==> src/rtl/lfsr_pkg.sv <==
// lfsr_pkg: PRBS polynomial constants, checker FSM states, default checker thresholds and saturating add.
package lfsr_pkg;
  localparam int PRBS7_DEGREE = 7;
  localparam logic [6:0] PRBS7 = 7'h60;
  localparam logic [14:0] PRBS15 = 15'h6000;
  localparam logic [22:0] PRBS23 = 23'h42_0000;
  localparam logic [30:0] PRBS31 = 31'h4800_0000;
  localparam int DEF_LOCK_COUNT = 16;
  localparam int DEF_WINDOW = 64;
  localparam int DEF_ERR_THRESH = 4;
  typedef enum logic [1:0] {IDLE, SEARCH, LOCKED} chk_state_e;
  function automatic logic [31:0] sat_add(input logic [31:0] a, input logic [31:0] b);
    logic [32:0] s;
    s = {1'b0, a} + {1'b0, b};
    return s[32] ? '1 : s[31:0];
  endfunction
endpackage

==> src/rtl/lfsr_galois.sv <==
// lfsr_galois: right-shifting Galois LFSR stepped OUTPUT_WIDTH bits per call, LSB first.
// Ports: state/next_state = LFSR register value before/after the step; data_in = received bits;
// data_out = predicted bits XOR data_in (the error vector). Tap bit i-1 holds the x^i coefficient.
// CHK_NOT_GEN=1 feeds received bits back (self-synchronising checker); 0 feeds predictions (generator).
module lfsr_galois import lfsr_pkg::*; #(
  parameter int POLY_DEGREE = PRBS7_DEGREE,
  parameter logic [POLY_DEGREE-1:0] POLYNOMIAL = PRBS7,
  parameter int OUTPUT_WIDTH = 8,
  parameter bit CHK_NOT_GEN = 1'b0
) (
  input  logic [POLY_DEGREE-1:0]  state,
  input  logic [OUTPUT_WIDTH-1:0] data_in,
  output logic [POLY_DEGREE-1:0]  next_state,
  output logic [OUTPUT_WIDTH-1:0] data_out
);
  always_comb begin
    logic [POLY_DEGREE-1:0] s;
    logic fb;
    s = state;
    fb = 1'b0;
    data_out = '0;
    for (int i = 0; i < OUTPUT_WIDTH; i++) begin
      data_out[i] = s[0] ^ data_in[i];
      fb = CHK_NOT_GEN ? data_in[i] : s[0];
      s = (s >> 1) ^ ({POLY_DEGREE{fb}} & POLYNOMIAL);
    end
    next_state = s;
  end
endmodule

==> src/rtl/prbs_check_ctrl.sv <==
// prbs_check_ctrl: PRBS checker with search/lock FSM, windowed loss-of-lock and saturating error counters.
// Ports: clk, rst (async, active high); enable; clr (sync counter clear); s_valid/s_data (beat, LSB first);
// locked; err_beat (errored-beat pulse while locked); beat_cnt, err_beat_cnt, bit_err_cnt (locked-only counts).
module prbs_check_ctrl import lfsr_pkg::*; #(
  parameter int POLY_DEGREE = PRBS7_DEGREE,
  parameter logic [POLY_DEGREE:1] POLYNOMIAL = PRBS7,
  parameter int DATA_WIDTH = 8,
  parameter int LOCK_COUNT = DEF_LOCK_COUNT,
  parameter int WINDOW = DEF_WINDOW,
  parameter int ERR_THRESH = DEF_ERR_THRESH
) (
  input  logic                  clk,
  input  logic                  rst,
  input  logic                  enable,
  input  logic                  clr,
  input  logic                  s_valid,
  input  logic [DATA_WIDTH-1:0] s_data,
  output logic                  locked,
  output logic                  err_beat,
  output logic [31:0]           beat_cnt,
  output logic [31:0]           err_beat_cnt,
  output logic [31:0]           bit_err_cnt
);
  localparam int CW = $clog2(LOCK_COUNT + 1);
  localparam int WW = $clog2(WINDOW + 1);
  localparam int EW = $clog2(ERR_THRESH + 1);
  localparam int PW = $clog2(DATA_WIDTH + 1);
  chk_state_e state_q, state_d;
  logic [POLY_DEGREE-1:0] lfsr_state_q, lfsr_state_d, chk_next, gen_next;
  logic [DATA_WIDTH-1:0] chk_err, gen_err;
  logic [CW-1:0] clean_cnt_q, clean_cnt_d;
  logic [WW-1:0] win_cnt_q, win_cnt_d;
  logic [EW-1:0] win_err_q, win_err_d;
  logic locked_q, locked_d, err_beat_q, err_beat_d;
  logic [31:0] beat_cnt_q, beat_cnt_d, err_beat_cnt_q, err_beat_cnt_d, bit_err_cnt_q, bit_err_cnt_d;
  function automatic logic [PW-1:0] popcount(input logic [DATA_WIDTH-1:0] v);
    popcount = '0;
    for (int i = 0; i < DATA_WIDTH; i++) popcount = popcount + PW'(v[i]);
  endfunction
  lfsr_galois #(.POLY_DEGREE(POLY_DEGREE), .POLYNOMIAL(POLYNOMIAL), .OUTPUT_WIDTH(DATA_WIDTH), .CHK_NOT_GEN(1'b1)) u_chk (
    .state(lfsr_state_q), .data_in(s_data), .next_state(chk_next), .data_out(chk_err)
  );
  lfsr_galois #(.POLY_DEGREE(POLY_DEGREE), .POLYNOMIAL(POLYNOMIAL), .OUTPUT_WIDTH(DATA_WIDTH), .CHK_NOT_GEN(1'b0)) u_gen (
    .state(lfsr_state_q), .data_in(s_data), .next_state(gen_next), .data_out(gen_err)
  );
  always_comb begin
    state_d = state_q;
    lfsr_state_d = lfsr_state_q;
    clean_cnt_d = clean_cnt_q;
    win_cnt_d = win_cnt_q;
    win_err_d = win_err_q;
    err_beat_d = 1'b0;
    beat_cnt_d = beat_cnt_q;
    err_beat_cnt_d = err_beat_cnt_q;
    bit_err_cnt_d = bit_err_cnt_q;
    if (!enable) begin
      state_d = IDLE;
      clean_cnt_d = '0;
      win_cnt_d = '0;
      win_err_d = '0;
    end else if (state_q == IDLE) begin
      state_d = SEARCH;
    end else if (s_valid && state_q == SEARCH) begin
      lfsr_state_d = chk_next;
      clean_cnt_d = |chk_err ? '0 : clean_cnt_q + 1'b1;
      if (!(|chk_err) && clean_cnt_q == CW'(LOCK_COUNT - 1)) begin
        state_d = LOCKED;
        clean_cnt_d = '0;
        win_cnt_d = '0;
        win_err_d = '0;
      end
    end else if (s_valid) begin
      lfsr_state_d = gen_next;
      err_beat_d = |gen_err;
      beat_cnt_d = sat_add(beat_cnt_q, 32'd1);
      err_beat_cnt_d = err_beat_d ? sat_add(err_beat_cnt_q, 32'd1) : err_beat_cnt_q;
      bit_err_cnt_d = sat_add(bit_err_cnt_q, 32'(popcount(gen_err)));
      win_cnt_d = win_cnt_q == WW'(WINDOW - 1) ? '0 : win_cnt_q + 1'b1;
      win_err_d = win_cnt_q == WW'(WINDOW - 1) ? '0 : win_err_q + EW'(err_beat_d);
      // threshold check last so loss of lock wins over a window wrap on the same beat
      if (err_beat_d && win_err_q == EW'(ERR_THRESH - 1)) begin
        state_d = SEARCH;
        win_cnt_d = '0;
        win_err_d = '0;
      end
    end
    if (clr) begin
      beat_cnt_d = '0;
      err_beat_cnt_d = '0;
      bit_err_cnt_d = '0;
    end
    locked_d = state_d == LOCKED;
  end
  always_ff @(posedge clk or posedge rst) begin
    if (rst) begin
      state_q <= IDLE;
      lfsr_state_q <= '1;
      clean_cnt_q <= '0;
      win_cnt_q <= '0;
      win_err_q <= '0;
      locked_q <= 1'b0;
      err_beat_q <= 1'b0;
      beat_cnt_q <= '0;
      err_beat_cnt_q <= '0;
      bit_err_cnt_q <= '0;
    end else begin
      state_q <= state_d;
      lfsr_state_q <= lfsr_state_d;
      clean_cnt_q <= clean_cnt_d;
      win_cnt_q <= win_cnt_d;
      win_err_q <= win_err_d;
      locked_q <= locked_d;
      err_beat_q <= err_beat_d;
      beat_cnt_q <= beat_cnt_d;
      err_beat_cnt_q <= err_beat_cnt_d;
      bit_err_cnt_q <= bit_err_cnt_d;
    end
  end
  assign locked = locked_q;
  assign err_beat = err_beat_q;
  assign beat_cnt = beat_cnt_q;
  assign err_beat_cnt = err_beat_cnt_q;
  assign bit_err_cnt = bit_err_cnt_q;
endmodule
==> config.mk <==
export PLATFORM = sky130hd
export DESIGN_NAME = prbs_check_ctrl
export DESIGN_NICKNAME = d
export VERILOG_FILES = /design/src/rtl/lfsr_pkg.sv /design/src/rtl/lfsr_galois.sv /design/src/rtl/prbs_check_ctrl.sv
export SDC_FILE = /design/constraint.sdc
export NUM_CORES = 1
export LEC_CHECK = 0
export BUFFER_PORTS_ARGS = -buffer_cell sky130_fd_sc_hd__buf_2
export CAP_MARGIN = 20
export CELL_PAD_IN_SITES_DETAIL_PLACEMENT = 1
export CELL_PAD_IN_SITES_GLOBAL_PLACEMENT = 2
export CORE_MARGIN = 3
export CORE_UTILIZATION = 33
export CTS_BUF_LIST = sky130_fd_sc_hd__clkbuf_4
export DETAILED_ROUTE_END_ITERATION = 8
export PLACE_DENSITY_LB_ADDON = 0.1
export RECOVER_POWER = 50
export REMOVE_ABC_BUFFERS = 1
export SKIP_CTS_REPAIR_TIMING = 1
export SYNTH_ARGS = -nofsm -noshare
export SYNTH_HDL_FRONTEND = slang
export SYNTH_HIERARCHICAL = 1
export SYNTH_SLANG_ARGS = --single-unit
==> constraint.sdc <==
create_clock -name clk -period 4.4 [get_ports clk]
set_input_delay 1.32 -clock clk [delete_from_list [all_inputs] [get_ports clk]]
set_output_delay 1.32 -clock clk [all_outputs]
set_load 0.05 [all_outputs]
==> results.md, run 1 <==
* Status: complete, but fails checks
* Failing checks: max-capacitance violations, max-slew violations, negative setup slack
* Final setup viols at 30
* DRC viols at 0
* Clock tree buffer depth at 2
* Final GP Congestion at 0.815
* CP Cell Sequence: buf_8 -> xor2_4 -> fa_1 -> inv_2 -> fa_1 -> fa_1 -> fa_2 -> inv_2 -> fa_2 -> nand3_4 -> a2111oi_4 -> nand4_1 -> buf_6 -> and4_2 -> a211oi_2
* Ys flop type: dfrtp_1
* Placed cells at 1,167
* Final Slew Violations at 67
* Sequential fraction of the synthesis area at 0.414
* Initial drt markers at 276
* Crit Path Max Fanout at 5
* Clock Sinks at 122
* Max-Cap Viols at 1
* Cell taking the most area after synthesis: dfrtp_1
* Post-route clock skew at 0.0283 ns
* WHS Path Cells at 2
* R2R depth at 14
* Most frequent CP cell: fa_1
* Final-stage net count at 941
* First-pass GRT wire length at 38.9 mm
* Relative slew margins at -0.776
* Number of global-route vias before repair at 7,319
* Flops & latches, synth at 122
* Drt total wl at 23.4 mm
* Clock latency on the worst-skew pair at 0.54 ns
* Number of synthesized flops with an enable pin at 0
* CP Capture Type: flop
* Die X at 156 um
* Ports at 111
* Fmax achieved at 213 MHz
* Full die area at 0.0243 mm^2
* Htree depth at 4
* Antenna Violating Nets Remaining at 0
* Initial Utilization at 0.337
* Period Utilization, post-route at 1.07
* Worst hold-check path type: flop to flop
* Clk pin slew, worst setup/hold paths at 0.11 ns
* Synth top area share at 0.389
* Mean Syn Cell Area at 9.42 um^2
* Die H at 156 um
* CTS tree: done
* Wire per inst at 19.4 um
* Power per cell area at 356 mW/mm^2
* Port bufs at 110
* Tot GR Track Use at 0.195
* VDD IR max at 229 uV
* Post-DP HPWL at 16.4 mm
* Critical Path AT at 5.13 ns
* Clock Tree Root: clkbuf_4
* YS warnings at 6
* Final setup margin at -0.289 ns
* Vias post-DR at 6,881
* Cell variety after synth at 72
* Final cell count without fillers at 1,203
* Hold_sp: clean_cnt_q[4]
* Reg2reg end: bit_err_cnt[10]
* Via density at 5.72
* GR Overflow Total at 0
* Final hold slack at 0.523 ns
* RSZ-0062 raised after global routing: true
* Reg-to-reg slack, setup at 0.07 ns
* Std cell rows at 54
* Fraction of registers with async set/reset at 1.00
* Critical Path RT at 4.84 ns
* FF-to-FF Start: lfsr_state_q[0]
* Crit path launch type: input pin
* Worst Tran Pin Value at 2.66 ns
* Critical path class: input pin to flop
* Area growth from synthesis to layout at 19.7%
* Tmin final at 4.69 ns
* WHS Endpoint: clean_cnt_q[4]
* CORE AREA at 0.0220 mm^2
* Share of layout cells above drive strength 1 at 0.248
* Fin. Hold Viols at 0
* Slowest cell on the critical path: fa_1
* Initial antenna violation count at 1
* Fin Setup TNS at -4.69 ns
* Synthesized area at 0.00740 mm^2
* Total clock buffers created by CTS at 17
* Largest net degree at the start of global routing at 67
* Cells after synthesis at 786
* DRT Pass-1 Iters at 4
* Synth top area cells: dfrtp_1 (39%), nor2_1 (4.1%), a211oi_1 (3.2%)
* CP peak stage delay at 0.55 ns
* Leakage at 3.94 nW
## layout by cell type, fill, tap and decap left out, types with 6 or more instances in the layout
cell	Yosys	routed
nand4_1	27	27
dfrtp_1	115	115
nor2_1	80	79
a311oi_1	14	12
nor4_1	19	17
and3_1	33	32
mux2i_1	11	11
nand2_1	35	35
buf_4	2	35
a31oi_1	34	34
dfstp_2	7	7
o21bai_1	10	10
o21a_1	6	6
a41oi_1	7	7
xor2_1	26	24
xnor2_1	6	6
clkbuf_1	31	12
buf_2	8	98
a211oi_1	32	29
clkbuf_4	0	19
nor3_1	41	40
ha_1	13	13
inv_1	30	28
o21ai_0	22	22
and2_1	8	8
a21oi_1	29	27
and4_1	23	23
nand3_1	30	28
## layout make-up
cell class	count	area, um^2
clock inverters	13	154
clock buffers	18	135
repair buffers	149	843
diodes	1	2.50
multi-input cells	590	4200
flip-flops and latches	122	3060
inverters	30	113
well taps	280	350
fillers	2552	13100
## per-stage QoR
stage               setup WS (ns)   util  cell area (um^2)  power [W]
CTS                        -0.489  0.395              8680    0.00302
detailed placement          -1.13  0.382              8390    0.00214
floorplan                  -0.709      -              7210    0.00187
global route               -0.340  0.403              8860    0.00340
finish                     -0.289  0.403              8860    0.00315
global placement           -0.777  0.382              8390    0.00212
## power breakdown
group	switching, W	total [W]	internal, W
Sequential	0.0000615	0.00124	0.00118
Clock	0.000462	0.000854	0.000392
Combinational	0.000533	0.00105	0.000521
Total	0.00106	0.00315	0.00210
## per-layer routing
layer | share of wire | GRT usage | vias up
met1 | 0.46 | 0.261 | 3527
li1 | - | - | 3238
met5 | 0 | 0 | -
met2 | 0.49 | 0.329 | 99
met3 | 0.033 | 0.0399 | 17
met4 | 0.0094 | 0.0399 | 0
## synth_stat cells (7+ instances only)
cell type  count
dfrtp_1      115
nor2_1        80
nor3_1        41
nand2_1       35
a31oi_1       34
and3_1        33
a211oi_1      32
clkbuf_1      31
inv_1         30
nand3_1       30
a21oi_1       29
nand4_1       27
xor2_1        26
and4_1        23
o21ai_0       22
nor4_1        19
a311oi_1      14
ha_1          13
mux2i_1       11
o21bai_1      10
and2_1         8
buf_2          8
a41oi_1        7
dfstp_2        7
## state kept, by name (all words and copies together), names as in the netlist
signal	flops
win_cnt_q	7
win_err_q	3
err_beat	1
clean_cnt_q	5
locked	1
state_q	2
beat_cnt	32
bit_err_cnt	32
lfsr_state_q	7
err_beat_cnt	32
## critical path, delay by kind of cell
family          cells  cell delay [ns]
compound gates      2             0.51
xor+xnor            1             0.15
fa+ha+maj           5             2.17
buf+inv             4             0.41
simple gates        3             0.55
## how the worst max path moves through the flow
stage                   start               to  slack [ns]  depth (start not counted)
finish              s_data[0]  bit_err_cnt[10]       -0.29                         15
global route        s_data[0]  bit_err_cnt[10]       -0.34                         15
CTS                 s_data[0]   bit_err_cnt[7]       -0.49                         15
detailed placement  s_data[0]   bit_err_cnt[7]       -1.13                         15
global placement    s_data[0]   bit_err_cnt[9]       -0.78                         15
floorplan           s_data[0]   bit_err_cnt[9]       -0.71                         13
## kinds of logic (layout without fill, tap and decap cells)
group / count (synthesis) / in the layout / share of synthesized area
muxes: 12 / 12 / 0.0164
xor gates and xnor gates: 37 / 37 / 0.0539
AOI/OAI and AO/OA: 191 / 191 / 0.183
adders and majority gates: 18 / 18 / 0.0355
DFF: 122 / 122 / 0.414
buffers and inverters: 74 / 210 / 0.0409
and+or+nand+nor: 332 / 332 / 0.257
other: 0 / 1 / 0
Power figures use the tool's default switching activity.
==> run 2, diff against run 1 <==
--- a/config.mk
+++ b/config.mk
@@ -17,6 +17,7 @@
 export RECOVER_POWER = 50
 export REMOVE_ABC_BUFFERS = 1
 export SKIP_CTS_REPAIR_TIMING = 1
+export SKIP_LAST_GASP = 1
 export SYNTH_ARGS = -nofsm -noshare
 export SYNTH_HDL_FRONTEND = slang
 export SYNTH_HIERARCHICAL = 1
==> run 2 against run 1 <==
Compared with the run above: the flow still finishes with violations (max-capacitance violations, max-slew violations, negative setup slack); first-iteration DRC count increased by 3.3%; count of clock-buffer cells in the layout unchanged; register-to-register slack improved by 0.03 ns; sequential cell count stayed put; worst hold slack hardly changed; largest cell class unchanged.
==> results.md, run 2 (synthesized netlist as in run 1, its figures left out) <==
* Fmax achieved at 215 MHz (+0.87%)
* Reg-to-reg slack, setup at 0.10 ns (+0.03 ns)
* Power Total at 0.00315 W (about the same)
* Period Utilization, post-route at 1.06 (-0.00915)
* Worst hold-check path type: flop to flop
* Status: complete, but fails checks
* Failing checks: max-capacitance violations, max-slew violations, negative setup slack
* DRT Pass-1 Iters at 4 (unchanged)
* Htree depth at 4 (unchanged)
* Critical Path RT at 4.85 ns (about the same)
* Reg2reg end: bit_err_cnt[10]
* Crit path launch type: input pin
* Initial drt markers at 285 (+3.3%)
* CP Capture Type: flop
* VDD IR max at 228 uV (about the same)
* Wire per inst at 19.4 um (about the same)
* Total clock buffers created by CTS at 17 (unchanged)
* CORE AREA at 0.0220 mm^2 (unchanged)
* Port bufs at 110 (unchanged)
* Clock Sinks at 122 (unchanged)
* DRC viols at 0 (unchanged)
* Via density at 5.69 (-0.48%)
* Largest net degree at the start of global routing at 67 (unchanged)
* Fin. Hold Viols at 0 (unchanged)
* Area growth from synthesis to layout at 19.5% (about the same)
* CTS tree: done
* Post-route clock skew at 0.0275 ns (-0.000815 ns)
* Std cell rows at 54 (unchanged)
* Drt total wl at 23.4 mm (about the same)
* Clock Tree Root: clkbuf_4
* Number of global-route vias before repair at 7,319 (unchanged)
* Critical path class: input pin to flop
* Relative slew margins at -0.776 (about the same)
* Critical Path AT at 5.09 ns (-0.04 ns)
* Ports at 111 (unchanged)
* Final Util at 0.403 (about the same)
* Final Slew Violations at 67 (unchanged)
* Max-Cap Viols at 1 (unchanged)
* Tot GR Track Use at 0.195 (unchanged)
* Post-DP HPWL at 16.4 mm (unchanged)
* Initial Utilization at 0.337 (unchanged)
* Fin Setup TNS at -4.07 ns (+0.620 ns)
* Die H at 156 um (unchanged)
* Full die area at 0.0243 mm^2 (unchanged)
* Pre-CTS setup slack at -1.13 ns (unchanged)
* Clk pin slew, worst setup/hold paths at 0.11 ns (about the same)
* Commonest non-fill, non-tap cell in the layout: dfrtp_1
* GR Overflow Total at 0 (unchanged)
* Final-stage net count at 941 (unchanged)
* RSZ-0062 raised after global routing: true
* Worst Tran Pin Value at 2.66 ns (+0.000641 ns)
* Die X at 156 um (unchanged)
* FF-to-FF Start: lfsr_state_q[0]
* Final setup viols at 30 (unchanged)
* First-pass GRT wire length at 38.9 mm (unchanged)
* Vias post-DR at 6,848 (-0.48%)
* Most frequent cells in the layout: dfrtp_1 (115), buf_2 (98), nor2_1 (79)
* Critical Path Start: s_data[0]
* Final GP Congestion at 0.815 (unchanged)
* CP endpoint: bit_err_cnt[10]
* Power per cell area at 357 mW/mm^2 (+0.15%)
* Crit Path Max Fanout at 5 (unchanged)
* Final hold slack at 0.523 ns (-0.000288 ns)
* Hold_sp: clean_cnt_q[4]
* Tmin final at 4.65 ns (-0.0403 ns)
* Leakage at 3.92 nW (-0.43%)
* R2R depth at 14 (unchanged)
* Clock tree buffer depth at 2 (unchanged)
* Share of layout cells above drive strength 1 at 0.248 (unchanged)
* Final setup margin at -0.249 ns (+0.0403 ns)
* Initial antenna violation count at 1 (unchanged)
* Clock latency on the worst-skew pair at 0.54 ns (about the same)
* Antenna Violating Nets Remaining at 0 (unchanged)
## run 2: power breakdown
group / switching [W] / internal, W / leakage, nW / total, W
combinational: 0.000533 / 0.000521 / 2.09 / 0.00105
sequential: 0.0000615 / 0.00118 / 1.68 / 0.00124
clock: 0.000464 / 0.000392 / 0.149 / 0.000856
## run 2: area by class of cell
class | instances | area, um^2
Tap cell | 280 | 350
Clock inverter | 13 | 154
Sequential cell | 122 | 3060
Multi-Input combinational cell | 590 | 4190
Clock buffer | 18 | 135
Fill cell | 2559 | 13100
Antenna cell | 1 | 2.50
Inverter | 30 | 113
Timing Repair Buffer | 149 | 843
## run 2: through the flow
| step | cell area (um^2) | std cells |
|---|---|---|
| final | 8850 | 1203 |
| after global routing | 8850 | 1203 |
| after CTS | 8680 | 1198 |
| after detailed placement | 8390 | 1167 |
| after global placement | 8390 | 1167 |
| after floorplan | 7210 | 742 |
## run 2: layer usage
| metal | part of all wire | global-route usage | vias up |
|---|---|---|---|
| met2 | 0.49 | 0.329 | 99 |
| met3 | 0.031 | 0.0399 | 17 |
| met4 | 0.0094 | 0.0399 | 0 |
| li1 | - | - | 3235 |
| met1 | 0.47 | 0.261 | 3497 |
| met5 | 0 | 0 | - |
## run 2: worst min-delay path by stage
| stage | end | slack, ns | cells after the start |
|---|---|---|---|
| 2_1_floorplan | win_cnt_q[6] | 0.46 | 1 |
| 3_3_place_gp | win_cnt_q[6] | 0.47 | 1 |
| 3_5_place_dp | win_cnt_q[6] | 0.48 | 1 |
| 4_1_cts | win_cnt_q[6] | 0.51 | 1 |
| 5_1_grt | win_cnt_q[6] | 0.56 | 1 |
| 6_report | clean_cnt_q[4] | 0.52 | 2 |
## run 2: worst max-delay path, cell delays in order
cell	delay [ns]
buf_8	0.10
xor2_4	0.15
fa_1	0.55
inv_2	0.04
fa_1	0.53
fa_1	0.45
fa_2	0.40
inv_2	0.07
fa_2	0.24
nand3_4	0.10
a2111oi_4	0.31
nand4_1	0.21
buf_6	0.19
and4_2	0.22
a211oi_2	0.20
==> run 3, diff against run 2 <==
--- a/config.mk
+++ b/config.mk
@@ -8,9 +8,9 @@
 export BUFFER_PORTS_ARGS = -buffer_cell sky130_fd_sc_hd__buf_2
 export CAP_MARGIN = 20
 export CELL_PAD_IN_SITES_DETAIL_PLACEMENT = 1
-export CELL_PAD_IN_SITES_GLOBAL_PLACEMENT = 2
+export CELL_PAD_IN_SITES_GLOBAL_PLACEMENT = 1
 export CORE_MARGIN = 3
-export CORE_UTILIZATION = 33
+export CORE_UTILIZATION = 41
 export CTS_BUF_LIST = sky130_fd_sc_hd__clkbuf_4
 export DETAILED_ROUTE_END_ITERATION = 8
 export PLACE_DENSITY_LB_ADDON = 0.1
==> run 3 against run 2 <==
Compared with the run above: the run still ends with max-capacitance violations, max-slew violations, negative setup slack left; sequential cell count did not move; design area rose by 0.65%; clock skew fell by 0.0096 ns; sequential power barely moved; count of clock-buffer cells in the layout did not move; highest routed layer unchanged; maximum frequency rose by 2.3%; die area fell by 19%; critical path depth rose by 3; largest cell class unchanged; first-iteration DRC count rose by 33%; clock power fell by 4.3%.
==> results.md, run 3 (synthesized netlist as in run 1, its figures left out) <==
* Status: complete, but fails checks
* Failing checks: max-capacitance violations, max-slew violations, negative setup slack
* Post-DP HPWL at 15.9 mm (-3.2%)
* Most frequent CP cell: fa_1
* Port bufs at 110 (unchanged)
* Ports at 111 (unchanged)
* Tmin final at 4.54 ns (-0.106 ns)
* Crit Path Max Fanout at 8 (+3)
* Critical Path RT at 4.81 ns (-0.04 ns)
* Number of global-route vias before repair at 7,184 (-1.8%)
* DRC viols at 0 (unchanged)
* Max-Cap Viols at 2 (+1)
* WHS Path Cells at 1 (-1)
* CTS tree: done
* Power per cell area at 353 mW/mm^2 (-0.90%)
* Period Utilization, post-route at 1.03 (-0.0241)
* Crit path launch type: input pin
* Final setup viols at 22 (-27%)
* Clock Tree Root: clkbuf_4
* Drt total wl at 22.9 mm (-2.2%)
* DP Area at 0.00835 mm^2 (-0.49%)
* Commonest non-fill, non-tap cell in the layout: dfrtp_1
* Die H at 140 um (-9.9%)
* Initial Utilization at 0.423 (+0.0864)
* First-pass GRT wire length at 37.1 mm (-4.7%)
* Final Cell Area at 0.00890 mm^2 (+0.65%)
* CP peak stage delay at 0.51 ns (-0.04 ns)
* Antenna Cells at 0 (-1)
* FF-to-FF Start: lfsr_state_q[0]
* Full die area at 0.0197 mm^2 (-19%)
* Register area at 0.00306 mm^2 (unchanged)
* # fillers at 2,053 (-20%)
* Most frequent cells in the layout: dfrtp_1 (115), buf_2 (94), nor2_1 (78)
* CP Capture Type: flop
* Wire per inst at 19.8 um (+2.2%)
* Initial antenna violation count at 0 (-1)
* Post-route clock skew at 0.0179 ns (-0.00964 ns)
* Reg2reg end: bit_err_cnt[14]
* GR Overflow Total at 0 (unchanged)
* Worst Tran Pin Value at 2.15 ns (-0.512 ns)
* Area growth from synthesis to layout at 20.3%
* Total clock buffers created by CTS at 17 (unchanged)
* RSZ-0062 raised after global routing: true
* Share of layout cells above drive strength 1 at 0.256 (+0.00729)
* Vias post-DR at 6,955 (+1.6%)
* Crit-path leading delay family: adder cells
* Hold_sp: win_cnt_q[6]
* Clock tree buffer depth at 2 (unchanged)
* Fin. Hold Viols at 0 (unchanged)
* Final hold slack at 0.524 ns (+0.000759 ns)
* Worst Path Buf+Inv at 7 (+3)
* Worst hold-check path type: flop to flop
* Multi-input logic area at 0.00430 mm^2 (+2.6%)
* Largest net degree at the start of global routing at 58 (-13%)
* Clk pin slew, worst setup/hold paths at 0.12 ns (about the same)
* Die X at 140 um (-9.9%)
* Critical Path Start: s_data[0]
* Std cell rows at 48 (-11%)
* Final Slew Violations at 103 (+54%)
* Leakage at 3.94 nW (+0.42%)
* Critical path class: input pin to flop
* Antenna Violating Nets Remaining at 0 (unchanged)
* R2R depth at 17 (+3)
* WHS Endpoint: win_cnt_q[6]
* CP Cell Sequence: buf_8 -> xor2_4 -> fa_1 -> inv_1 -> fa_1 -> fa_1 -> fa_2 -> inv_2 -> fa_2 -> nand3_4 -> buf_4 -> buf_6 -> a21o_4 -> nor2_4 -> buf_6 -> buf_4 -> and4_1 -> nor3_2
* Tot GR Track Use at 0.228 (+0.0324)
* Final GP Congestion at 0.832 (+2.0%)
* CORE AREA at 0.0175 mm^2 (-20%)
* VDD IR max at 402 uV (+76%)
* Via density at 6.04 (+6.1%)
* Final setup margin at -0.143 ns (+0.106 ns)
* Initial drt markers at 378 (+33%)
* Relative slew margins at -0.441 (+0.335)
* Htree depth at 4 (unchanged)
* DRT Pass-1 Iters at 5 (+1)
* Final-stage net count at 945 (+0.43%)
* Slowest cell on the critical path: fa_1
* Clock Sinks at 122 (unchanged)
* Fmax achieved at 220 MHz (+2.3%)
* Reg-to-reg slack, setup at 0.20 ns (+0.10 ns)
* Power Total at 0.00315 W (-0.26%)
* Clock latency on the worst-skew pair at 0.52 ns (-0.02 ns)
* Critical Path AT at 4.96 ns (-0.13 ns)
run 3: changes by cell type in the layout (fill, tap and decap cells not counted), moves of 3 or more:
cell	delta
a311oi_2	+3
clkinv_1	+8
clkbuf_1	+5
buf_2	-4
a211oi_1	-7
nor3_2	+5
clkinvlp_4	-4
a311oi_1	-3
nor3_1	-5
a211oi_2	+7
nor4_2	-3
run 3: report_power, final:
| group | switching (W) | internal [W] | leakage, nW | total (W) |
|---|---|---|---|---|
| registers | 0.0000608 | 0.00118 | 1.68 | 0.00124 |
| clock network | 0.000437 | 0.000383 | 0.149 | 0.000819 |
| logic | 0.000536 | 0.000547 | 2.11 | 0.00108 |
| total | 0.00103 | 0.00211 | 3.94 | 0.00315 |
run 3: stage by stage:
step	setup WS, ns	cells	util	TNS, ns
after floorplan	-0.709	742	-	-29.31
after global placement	-0.781	1114	0.478	-19.56
after detailed placement	-1.07	1114	0.478	-24.01
after CTS	-0.514	1146	0.493	-6.36
after global routing	-0.209	1152	0.510	-3.26
final	-0.143	1152	0.510	-1.52
run 3: worst reg2reg max path: cells and delay by family, from the launching register on:
family | cells | cell delay [ns]
and+or+nand+nor | 4 | 0.45
xor gates and xnor gates | 1 | 0.46
adders and majority gates | 4 | 1.50
DFF | 1 | 0.60
AOI/OAI and AO/OA | 1 | 0.24
buffers and inverters | 7 | 0.85
run 3: how the worst max path moves through the flow:
| stage | endpoint | slack, ns | cells after the start |
|---|---|---|---|
| final | bit_err_cnt[14] | -0.14 | 18 |
| after global routing | bit_err_cnt[5] | -0.21 | 15 |
| after CTS | bit_err_cnt[7] | -0.51 | 15 |
| after detailed placement | bit_err_cnt[7] | -1.07 | 15 |
| after global placement | bit_err_cnt[9] | -0.78 | 15 |
| after floorplan | bit_err_cnt[9] | -0.71 | 13 |
run 3: per-layer routing:
layer	vias to the layer above	GRT usage	share of wire
met4	0	0.0459	0.0058
met1	3557	0.309	0.46
met5	-	0	0
met2	133	0.382	0.50
li1	3253	-	-
met3	12	0.0430	0.037
run 3: cell type report:
class	instances	area share
clock inverters	14	0.0152
clock buffers	18	0.0152
well taps	225	0.0316
inverters	30	0.0128
repair buffers	153	0.0991
flip-flops and latches	122	0.344
multi-input cells	590	0.482
